===== config.mk =====
export PLATFORM = sky130hd
export DESIGN_NAME = alu_arbiter
export DESIGN_NICKNAME = d
export VERILOG_FILES = /design/src/rtl/alu_pkg.sv /design/src/rtl/alu_arbiter_rr.sv /design/src/rtl/alu_arbiter.sv
export SDC_FILE = /design/constraint.sdc
export NUM_CORES = 1
export LEC_CHECK = 0
export CAP_MARGIN = 5
export CORE_ASPECT_RATIO = 1.2
export CORE_MARGIN = 3
export CORE_UTILIZATION = 25
export DETAILED_ROUTE_END_ITERATION = 10
export GPL_ROUTABILITY_DRIVEN = 0
export GPL_TIMING_DRIVEN = 0
export PLACE_DENSITY = 0.61
export SETUP_SLACK_MARGIN = 0.3
export SYNTH_ARGS = -nofsm -noshare
export SYNTH_HDL_FRONTEND = slang
export SYNTH_SLANG_ARGS = --single-unit

===== constraint.sdc =====
create_clock -name clk -period 1.6 [get_ports clk]
set_clock_uncertainty 0.2 [all_clocks]
set_input_delay 0.24 -clock clk [delete_from_list [all_inputs] [get_ports clk]]
set_output_delay 0.24 -clock clk [all_outputs]
set_load 0.01 [all_outputs]

===== src/rtl/alu_pkg.sv =====
`default_nettype none
// ============================================================================
//  Module      : alu_pkg
//  Description : Shared ALU control-code type and named control constants
//                used by the ALU arbiter and its clients.
//  Contents    : alu_ctrl_t (4-bit ALUControl), ALU_* opcode constants.
//  Revision    : 1.0 - initial release
// ============================================================================
package alu_pkg;

    typedef logic [3:0] alu_ctrl_t;

    localparam alu_ctrl_t ALU_ADD  = 4'b0000;
    localparam alu_ctrl_t ALU_SUB  = 4'b1000;
    localparam alu_ctrl_t ALU_SLL  = 4'b0001;
    localparam alu_ctrl_t ALU_SLT  = 4'b0010;
    localparam alu_ctrl_t ALU_SLTU = 4'b0011;
    localparam alu_ctrl_t ALU_XOR  = 4'b0100;
    localparam alu_ctrl_t ALU_SRL  = 4'b0101;
    localparam alu_ctrl_t ALU_SRA  = 4'b1101;
    localparam alu_ctrl_t ALU_OR   = 4'b0110;
    localparam alu_ctrl_t ALU_AND  = 4'b0111;

endpackage
`default_nettype wire


===== src/rtl/alu_arbiter_rr.sv =====
`default_nettype none
// ============================================================================
//  Module      : rr_arbiter
//  Description : Combinational round-robin picker. Searches the request
//                vector starting one position after the last-grant pointer
//                and returns the first requester found.
//  Ports       : req_i   - request vector
//                ptr_i   - index of the last granted requester
//                en_i    - grant enable; no grant when low
//                grant_o - one-hot grant
//                idx_o   - encoded index of the granted requester
//  Revision    : 1.0 - initial release
// ============================================================================
module rr_arbiter
    import alu_pkg::*;
#(
    parameter int  N_REQ = 2,
    localparam int ID_W  = $clog2(N_REQ)
) (
    input  logic [N_REQ-1:0] req_i,
    input  logic [ID_W-1:0]  ptr_i,
    input  logic             en_i,
    output logic [N_REQ-1:0] grant_o,
    output logic [ID_W-1:0]  idx_o
);

    logic [ID_W-1:0] cand;
    logic            found;

    // Walk ptr+1 .. ptr+N_REQ (mod N_REQ); the last grantee is visited last,
    // which bounds the wait of a persistent requester to N_REQ-1 grants.
    always_comb begin
        grant_o = '0;
        idx_o   = '0;
        found   = 1'b0;
        cand    = '0;
        for (int k = 1; k <= N_REQ; k++) begin
            cand = ID_W'((int'(ptr_i) + k) % N_REQ);
            if (en_i && !found && req_i[cand]) begin
                grant_o[cand] = 1'b1;
                idx_o         = cand;
                found         = 1'b1;
            end
        end
    end

endmodule
`default_nettype wire


===== src/rtl/alu_arbiter.sv =====
`default_nettype none
// ============================================================================
//  Module      : alu_arbiter
//  Description : Shares one combinational ALU between N_REQ requesters.
//                Round-robin accept into an issue register (S1) that drives
//                the ALU, result captured into a response register (S2)
//                with valid/ready backpressure. Results leave in grant order.
//  Ports       : clk, rst                      - clock, sync active-high reset
//                req_valid/req_ready           - per-requester handshake
//                req_ctrl/req_a/req_b          - per-requester operation
//                alu_ctrl/alu_a/alu_b          - to the ALU (from S1)
//                alu_result/alu_zero           - from the ALU
//                rsp_valid/rsp_ready           - response handshake
//                rsp_id/rsp_result/rsp_zero    - tagged response (from S2)
//  Revision    : 1.0 - initial release
// ============================================================================
module alu_arbiter
    import alu_pkg::*;
#(
    parameter int  D_WIDTH = 32,
    parameter int  N_REQ   = 2,
    localparam int ID_W    = $clog2(N_REQ)
) (
    input  logic                          clk,
    input  logic                          rst,
    input  logic [N_REQ-1:0]              req_valid,
    output logic [N_REQ-1:0]              req_ready,
    input  alu_ctrl_t [N_REQ-1:0]         req_ctrl,
    input  logic [N_REQ-1:0][D_WIDTH-1:0] req_a,
    input  logic [N_REQ-1:0][D_WIDTH-1:0] req_b,
    output alu_ctrl_t                     alu_ctrl,
    output logic [D_WIDTH-1:0]            alu_a,
    output logic [D_WIDTH-1:0]            alu_b,
    input  logic [D_WIDTH-1:0]            alu_result,
    input  logic                          alu_zero,
    output logic                          rsp_valid,
    input  logic                          rsp_ready,
    output logic [ID_W-1:0]               rsp_id,
    output logic [D_WIDTH-1:0]            rsp_result,
    output logic                          rsp_zero
);

    // S1: issue register
    logic                s1_valid_q;
    alu_ctrl_t           s1_ctrl_q;
    logic [D_WIDTH-1:0]  s1_a_q;
    logic [D_WIDTH-1:0]  s1_b_q;
    logic [ID_W-1:0]     s1_id_q;

    // S2: response register
    logic                rsp_valid_q;
    logic [ID_W-1:0]     rsp_id_q;
    logic [D_WIDTH-1:0]  rsp_result_q;
    logic                rsp_zero_q;

    // Last-grant pointer
    logic [ID_W-1:0]     ptr_q;

    logic                s2_free;
    logic                s1_adv;
    logic                accept_en;
    logic                arb_en;
    logic                hs;
    logic [N_REQ-1:0]    grant;
    logic [ID_W-1:0]     gnt_idx;

    assign s2_free   = !rsp_valid_q || rsp_ready;
    assign s1_adv    = s1_valid_q && s2_free;
    // S1 can take a new op when empty or when its current op moves to S2
    // this same cycle.
    assign accept_en = !s1_valid_q || s1_adv;
    assign arb_en    = accept_en && !rst;

    rr_arbiter #(
        .N_REQ (N_REQ)
    ) u_rr (
        .req_i   (req_valid),
        .ptr_i   (ptr_q),
        .en_i    (arb_en),
        .grant_o (grant),
        .idx_o   (gnt_idx)
    );

    // The arbiter only grants valid requesters, so any grant is a handshake.
    assign req_ready = grant;
    assign hs        = |grant;

    always_ff @(posedge clk) begin
        if (rst) begin
            s1_valid_q   <= 1'b0;
            s1_ctrl_q    <= '0;
            s1_a_q       <= '0;
            s1_b_q       <= '0;
            s1_id_q      <= '0;
            rsp_valid_q  <= 1'b0;
            rsp_id_q     <= '0;
            rsp_result_q <= '0;
            rsp_zero_q   <= 1'b0;
            ptr_q        <= ID_W'(N_REQ - 1);
        end else begin
            if (s1_adv) begin
                rsp_valid_q  <= 1'b1;
                rsp_id_q     <= s1_id_q;
                rsp_result_q <= alu_result;
                rsp_zero_q   <= alu_zero;
            end else if (rsp_valid_q && rsp_ready) begin
                rsp_valid_q  <= 1'b0;
            end

            if (hs) begin
                s1_valid_q <= 1'b1;
                s1_ctrl_q  <= req_ctrl[gnt_idx];
                s1_a_q     <= req_a[gnt_idx];
                s1_b_q     <= req_b[gnt_idx];
                s1_id_q    <= gnt_idx;
                ptr_q      <= gnt_idx;
            end else if (s1_adv) begin
                // Payload is left in place so the ALU inputs hold steady.
                s1_valid_q <= 1'b0;
            end
        end
    end

    assign alu_ctrl   = s1_ctrl_q;
    assign alu_a      = s1_a_q;
    assign alu_b      = s1_b_q;
    assign rsp_valid  = rsp_valid_q;
    assign rsp_id     = rsp_id_q;
    assign rsp_result = rsp_result_q;
    assign rsp_zero   = rsp_zero_q;

endmodule
`default_nettype wire


==> metrics.md, run 1 <==
| Metric | Value |
|---|---|
| Post-synth top area share | 0.487 |
| Clock transition at path regs | around 0.08 ns |
| Core Area | 17000 um2 |
| Critical Path AT | 1.55 ns |
| Fin Setup TNS | -24.44 ns |
| 1st-iter DRT viols | between 200 and 250 |
| Post-synth cell types | 26 |
| PnR worst setup slack | -0.395 ns |
| Initial antenna violation count | 2 |
| Final Setup Violations | 107 |
| Synth top area cells | dfxtp_1 49%, a221o_1 9.0%, nor4b_1 7.8% |
| Fmax | between 500 and 600 MHz |
| Final Cycle Share | 1.25 |
| Longest Clk Path Bufs | 2 |
| Post-Layout Cell Count | 1017 |
| Row count | 52 |
| P_leak | 3.56 nW |
| Vias post-DR | 5249 |
| FF-to-FF Start | s1_valid_q |
| CP dominant cell by count | buf_6 |
| Final ANT Viol Nets | 0 |
| Critical path fanouts, max | 4 |
| FFs w/ async S/R, synth | 0 |
| WL/cell | 19.7 um |
| DR pass1 iterations | 4 |
| Yosys reg bits | between 100 and 150 |
| Min Tclk post-route | 1.99 ns |
| First-pass GRT wire length | about 29000 um |
| Layout cells sized above 1 | 0.501 |
| Final Slew Violations | 0 |
| Pwr Density | between 800 and 900 nW/um2 |
| Gr ovfl total | 0 |
| Startpoint types | flip-flop |
| Clock root buffer master | clkbuf_16 |
| Routed wire length | 20100 um |
| Final hold vios | 0 |
| Avg Cell Area, Syn | 9.63 um2 |
| Critical path cell sequence | buf_6 > and3b_1 > buf_6 > nor4_4 > buf_4 > buf_8 > buf_6 |
| Reg2Reg Depth | 9 |
| Fin area | 8900 um2 |
| Worst path max stage delay | 0.32 ns |
| Worst Setup SP | s1_valid_q |
| Failing checks | setup timing |
| Dpl hpwl | ~14000 um |
| Clk sinks | 106 |
| Full die area | ~19000 um2 |
| Clock latency at the later pin of the worst-skew pair | 0.35 ns |
| Transition time of the tightest slew-check pin | between 0.6 and 0.7 ns |
| Clock buffer count from CTS | 9 |
| Post-layout util | 0.524 |
| Drt drc | 0 |
| Crit Path Category | flip-flop to output port |
| Slowest CP cell | dfxtp_2 |
| Port bufs | 277 |
| Area leader, netlist | dfxtp_1 |
| Crit. End Element | output port |
| Hold Path Class | input pin to flip-flop |
| H-tree depth | 3 |
| Max-Cap Viols | 0 |
| Starting Density | 0.257 |
| Critical Path Sink | req_ready[0] |
| Status | complete, but fails checks |
| Die height | 151 um |
| Avg Vias per Cell | 5.16 |
| RSZ-0062 raised after global routing | true |
| Placement Setup Slack | -1.35 ns |
| TritonCTS clock tree | built |
| Synth Instances | 453 |
| Worst slew margin | 0.537 |
| Most common cell in the netlist | dfxtp_1 |
| Area delta synth->final | 104% |
| Vias in the first global route | approximately 5500 |
| Syn_nets | 627 |
| Die W | 127 um |
| Post-synth EDFFs | 0 |
| I/O pin count | 279 |
| VDD IR max | 0.427 mV |
| Worst Path Required | approximately 1.2 ns |
| Sequential area share after synthesis | 0.487 |
| Placed cell area | 7460 um2 |
| Post-synth top flop | dfxtp_1 |
| GRT Util Overall | 0.192 |
| Flop2flop setup slack | -0.36 ns |
| Inst Count DP | 946 |
| CTS Hold Bufs | 0 |
| Final #Nets | ~970 |
| Most numerous cell types in the synthesized netlist | 106 x dfxtp_1, 40 x clkbuf_1, 39 x a221o_1, 39 x nor4b_1, 36 x a21oi_1 |
| FF-to-FF End | alu_a[6] |
| Largest net degree at the start of global routing | 20 |
| Mapped cell area | 4360 um2 |
| Yosys warnings | 0 |
-- state kept, by name, summed over array words and instances (netlist names) --
signal / flops
alu_b: 32
alu_ctrl: 4
s1_valid_q: 1
alu_a: 32
rsp_id: 1
rsp_result: 32
rsp_zero: 1
rsp_valid: 1
ptr_q: 1
s1_id_q: 1
-- worst min path at each step --
stage | from | endpoint | slack (ns) | cells past startpoint
after floorplan | req_a[0] | alu_a[0] | 0.18 | 1
after global placement | alu_b[20] | alu_b[20] | 0.24 | 2
after detailed placement | alu_b[9] | alu_b[9] | 0.25 | 2
after CTS | req_valid[1] | s1_valid_q | 0.20 | 3
after global routing | req_valid[0] | s1_valid_q | 0.18 | 3
final | req_valid[0] | s1_valid_q | 0.17 | 3
-- cell usage in the layout (no fill, tap or decap), types with 2 or more instances in the layout --
cell type,synthesis,routed
a221o_1,39,39
buf_2,9,84
clkbuf_2,0,9
diode_2,0,2
clkinvlp_4,0,2
o32ai_4,0,2
clkbuf_4,0,2
buf_8,0,15
dlygate4sd2_1,0,2
nand3_2,0,16
nand2_1,30,30
o32ai_1,29,18
o21ai_2,0,21
clkbuf_8,0,8
a22oi_1,29,26
o21ai_1,0,8
dfxtp_1,106,28
a22oi_2,0,3
a21oi_1,36,10
dfxtp_2,0,77
a21oi_2,0,26
nand3_4,0,6
inv_6,0,3
o32ai_2,0,9
clkbuf_16,0,16
clkdlybuf4s50_1,0,169
clkbuf_1,40,9
inv_1,4,3
buf_4,0,31
nor4b_1,39,32
buf_12,0,3
inv_8,0,2
buf_1,4,4
nand3_1,35,13
o21ai_4,0,4
nor4b_2,0,7
buf_6,6,44
-- repair_timing --
action / CTS / global route
gates cloned: 6 / 2
setup buffers: 30 / 16
gates resized for setup: 642 / 134
endpoints found under the setup margin: 207 / 152
pin swaps: 47 / 29
-- cells by family after synthesis --
family	after synthesis	share of synthesized area
AO/OA/AOI/OAI	171	0.286
AND/OR/NAND/NOR	113	0.161
flip-flops	106	0.487
buffers and inverters	63	0.0671
-- metrics by stage --
stage | total power, W | hold slack [ns]
2_1_floorplan | 0.00367 | 0.185
3_3_place_gp | 0.00471 | 0.244
3_5_place_dp | 0.00475 | 0.253
4_1_cts | 0.00718 | 0.197
5_1_grt | 0.00766 | 0.179
6_report | 0.00735 | 0.167
-- cell type report --
type | instances | area, um2
buffer | 58 | 581
inverter | 4 | 18.8
timing repair buffer | 330 | 2970
multi-input combinational | 284 | 2520
antenna | 2 | 5.00
fill | 1538 | 8080
sequential | 106 | 2220
clock inverter | 7 | 83.8
clock buffer | 9 | 225
timing repair inverter | 1 | 7.51
tap | 216 | 270
-- worst max-delay path, delay by kind of cell (launching register included) --
kind | cells | cell delay [ns]
buffers and inverters | 5 | 0.60
and+or+nand+nor | 2 | 0.28
DFF | 1 | 0.32
-- metal layers --
metal | vias to the layer above | routed length [um] | GRT usage
li1 | 2462 | - | -
met1 | 2531 | 7350 | 0.202
met2 | 219 | 10800 | 0.364
met3 | 37 | 1440 | 0.0561
met4 | 0 | 534 | 0.0633
met5 | - | 0 | 0
-- where the power goes --
part / internal (W) / switching, W / total [W]
sequential: 0.00290 / 0.000140 / 0.00304
combinational: 0.00112 / 0.000842 / 0.00196
clock: 0.00125 / 0.00109 / 0.00234
Power figures use the tool's default switching activity.
==> inputs of run 2 (changes only) <==
CELL_PAD_IN_SITES_DETAIL_PLACEMENT = 1   (was not set)
CELL_PAD_IN_SITES_GLOBAL_PLACEMENT = 2   (was not set)
CORE_UTILIZATION = 18   (was 25)
PLACE_DENSITY = 0.77   (was 0.61)
==> metrics.md, run 2 (synthesis results as in run 1) <==
| Metric | Value |
|---|---|
| Largest net degree at the start of global routing | 19 (-5.0%) |
| Logic gate share of total power | 0.293 (+0.026) |
| Final Cycle Share | 1.21 (-0.0335) |
| Gr ovfl total | 0 (unchanged) |
| Crit Path Category | flip-flop to output port |
| First-pass GRT wire length | 33000 um (+13%) |
| Initial antenna violation count | 2 (unchanged) |
| Crit. End Element | output port |
| Row count | 61 (+17%) |
| Fin area | 9860 um2 (+11%) |
| Layout cells sized above 1 | 0.574 (+0.0735) |
| Port bufs | 277 (unchanged) |
| Clock buffer count from CTS | 9 (unchanged) |
| Status | complete, but fails checks |
| Placed cell area | 7590 um2 (+1.7%) |
| Final hold slack | 0.252 ns (+0.0847 ns) |
| Final hold vios | 0 (unchanged) |
| Tot Pwr | 0.00769 W (+4.6%) |
| Min Tclk post-route | 1.94 ns (-0.0536 ns) |
| Max-Cap Viols | 0 (unchanged) |
| I/O pin count | 279 (unchanged) |
| P_leak | 3.81 nW (+7.1%) |
| Vias post-DR | 5277 (+0.53%) |
| Power share of the sequential group | 0.397 (-0.017) |
| Die W | 148 um (+17%) |
| Clock latency at the later pin of the worst-skew pair | 0.35 ns (about the same) |
| Most frequent cells in the layout | 169 x clkdlybuf4s50_1, 86 x dfxtp_2, 61 x buf_2, 61 x buf_6, 39 x a221o_1 |
| H-tree depth | 3 (unchanged) |
| Worst Path Required | 1.16 ns (about the same) |
| Multi-input gate area | 2980 um2 (+18%) |
| Avg Vias per Cell | 4.72 (-8.6%) |
| Failing checks | setup timing |
| Switch Pwr | 0.00222 W (+6.9%) |
| Critical Path AT | 1.50 ns (-0.05 ns) |
| Full die area | 26100 um2 (+37%) |
| Final ANT Viol Nets | 0 (unchanged) |
| Critical path fanouts, max | 7 (+3) |
| Register area | 2240 um2 (+0.68%) |
| Core Area | 23500 um2 (+38%) |
| Post-layout util | 0.419 (-0.105) |
| Clk sinks | 106 (unchanged) |
| Clock group share of total power | 0.310 (-0.009) |
| Die height | 177 um (+17%) |
| Transition time of the tightest slew-check pin | 1.03 ns (+0.337 ns) |
| Vias in the first global route | 5526 (+0.95%) |
| Drt drc | 0 (unchanged) |
| TritonCTS clock tree | built |
| Switch share | 0.288 (+0.00612) |
| Area delta synth->final | 126% |
| Final #Nets | 972 (+0.41%) |
| Startpoint types | flip-flop |
| Internal power | 0.00547 W (+3.7%) |
| Routed wire length | 23200 um (+16%) |
| Hold Path Class | flip-flop to flip-flop |
| Fillers | 2551 (+66%) |
| Dpl hpwl | 15400 um (+9.8%) |
| PnR worst setup slack | -0.341 ns (+0.0536 ns) |
| RSZ-0062 raised after global routing | true |
| Starting Density | 0.186 (-0.0713) |
| Clock transition at path regs | 0.08 ns (about the same) |
| DR pass1 iterations | 4 (unchanged) |
| VDD IR max | 0.438 mV (+2.7%) |
| CTS Hold Bufs | 0 (unchanged) |
| Worst slew margin | 0.312 (-0.225) |
| WL/cell | 20.8 um (+5.1%) |
| GRT Util Overall | 0.161 (-0.0308) |
| Final Slew Violations | 0 (unchanged) |
| Fmax | 515 MHz (+2.8%) |
| Pwr Density | 780 nW/um2 (-5.5%) |
| Commonest non-fill, non-tap cell in the layout | clkdlybuf4s50_1 |
| Final Setup Violations | 107 (unchanged) |
| Clock root buffer master | clkbuf_16 |
| Longest Clk Path Bufs | 2 (unchanged) |
| 1st-iter DRT viols | 146 (-40%) |
-- run 2: cell types whose count changed in the layout (fill, tap and decap cells not counted), sizes merged --
cell and delta:
dlygate4sd2 +1, clkbuf +3, inv -3, dlymetal6s2s -1, diode -1, clkinv +1, buf +3
-- run 2: worst max-delay path: stages (launching register included) --
cell and delay (ns):
dfxtp_2 0.34, a21bo_2 0.20, buf_8 0.14, clkbuf_16 0.15
nor3_4 0.19, buf_6 0.14
-- run 2: what timing repair did --
action	4_1_cts	5_1_grt
resized for setup	728	171
hold endpoints to repair	0	0
setup buffers	24	19
gates cloned	8	7
setup endpoints to repair	207	172
pin swaps	47	62
-- run 2: layout make-up --
class / instances / area share
Antenna cell: 1 / 0.000254
Buffer: 58 / 0.0656
Clock buffer: 10 / 0.0242
Clock inverter: 6 / 0.00736
Inverter: 4 / 0.00190
Multi-Input combinational cell: 284 / 0.302
Sequential cell: 106 / 0.227
Tap cell: 315 / 0.0400
Timing Repair Buffer: 335 / 0.331
-- run 2: worst paths after layout --
path,start,endpoint,slack [ns],depth (start not counted)
worst max-delay path,ptr_q,req_ready[1],-0.34,5
worst max register to register,s1_valid_q,alu_ctrl[0],-0.22,8
worst min-delay path,rsp_result[12],rsp_result[12],0.25,2
worst min register to register,rsp_result[12],rsp_result[12],0.25,2
-- run 2: stage by stage --
step	std cells	TNS (ns)	setup slack, ns
2_1_floorplan	453	-2.14	-0.119
3_3_place_gp	1045	-60.41	-1.33
3_5_place_dp	1045	-62.84	-1.32
4_1_cts	1092	-9.99	-0.397
5_1_grt	1118	-23.88	-0.408
6_report	1119	-16.01	-0.341
-- run 2: layer usage --
layer  part of all wire  vias to the layer above  GRT usage  routed length (um)
li1                   -                     2475          -                   -
met1               0.40                     2611      0.186                9270
met2               0.53                      170      0.292               12300
met3              0.059                       19     0.0442                1380
met4              0.012                        2     0.0420                 289
met5            0.00034                        -          0                   8
-- run 2: power groups by stage --
stage / Clock [W] / Combinational [W] / Sequential, W
after floorplan: 0 / 0.000522 / 0.00315
after global placement: 0 / 0.00172 / 0.00304
after detailed placement: 0 / 0.00174 / 0.00305
after CTS: 0.00249 / 0.00198 / 0.00302
after global routing: 0.00258 / 0.00239 / 0.00308
final: 0.00239 / 0.00225 / 0.00305
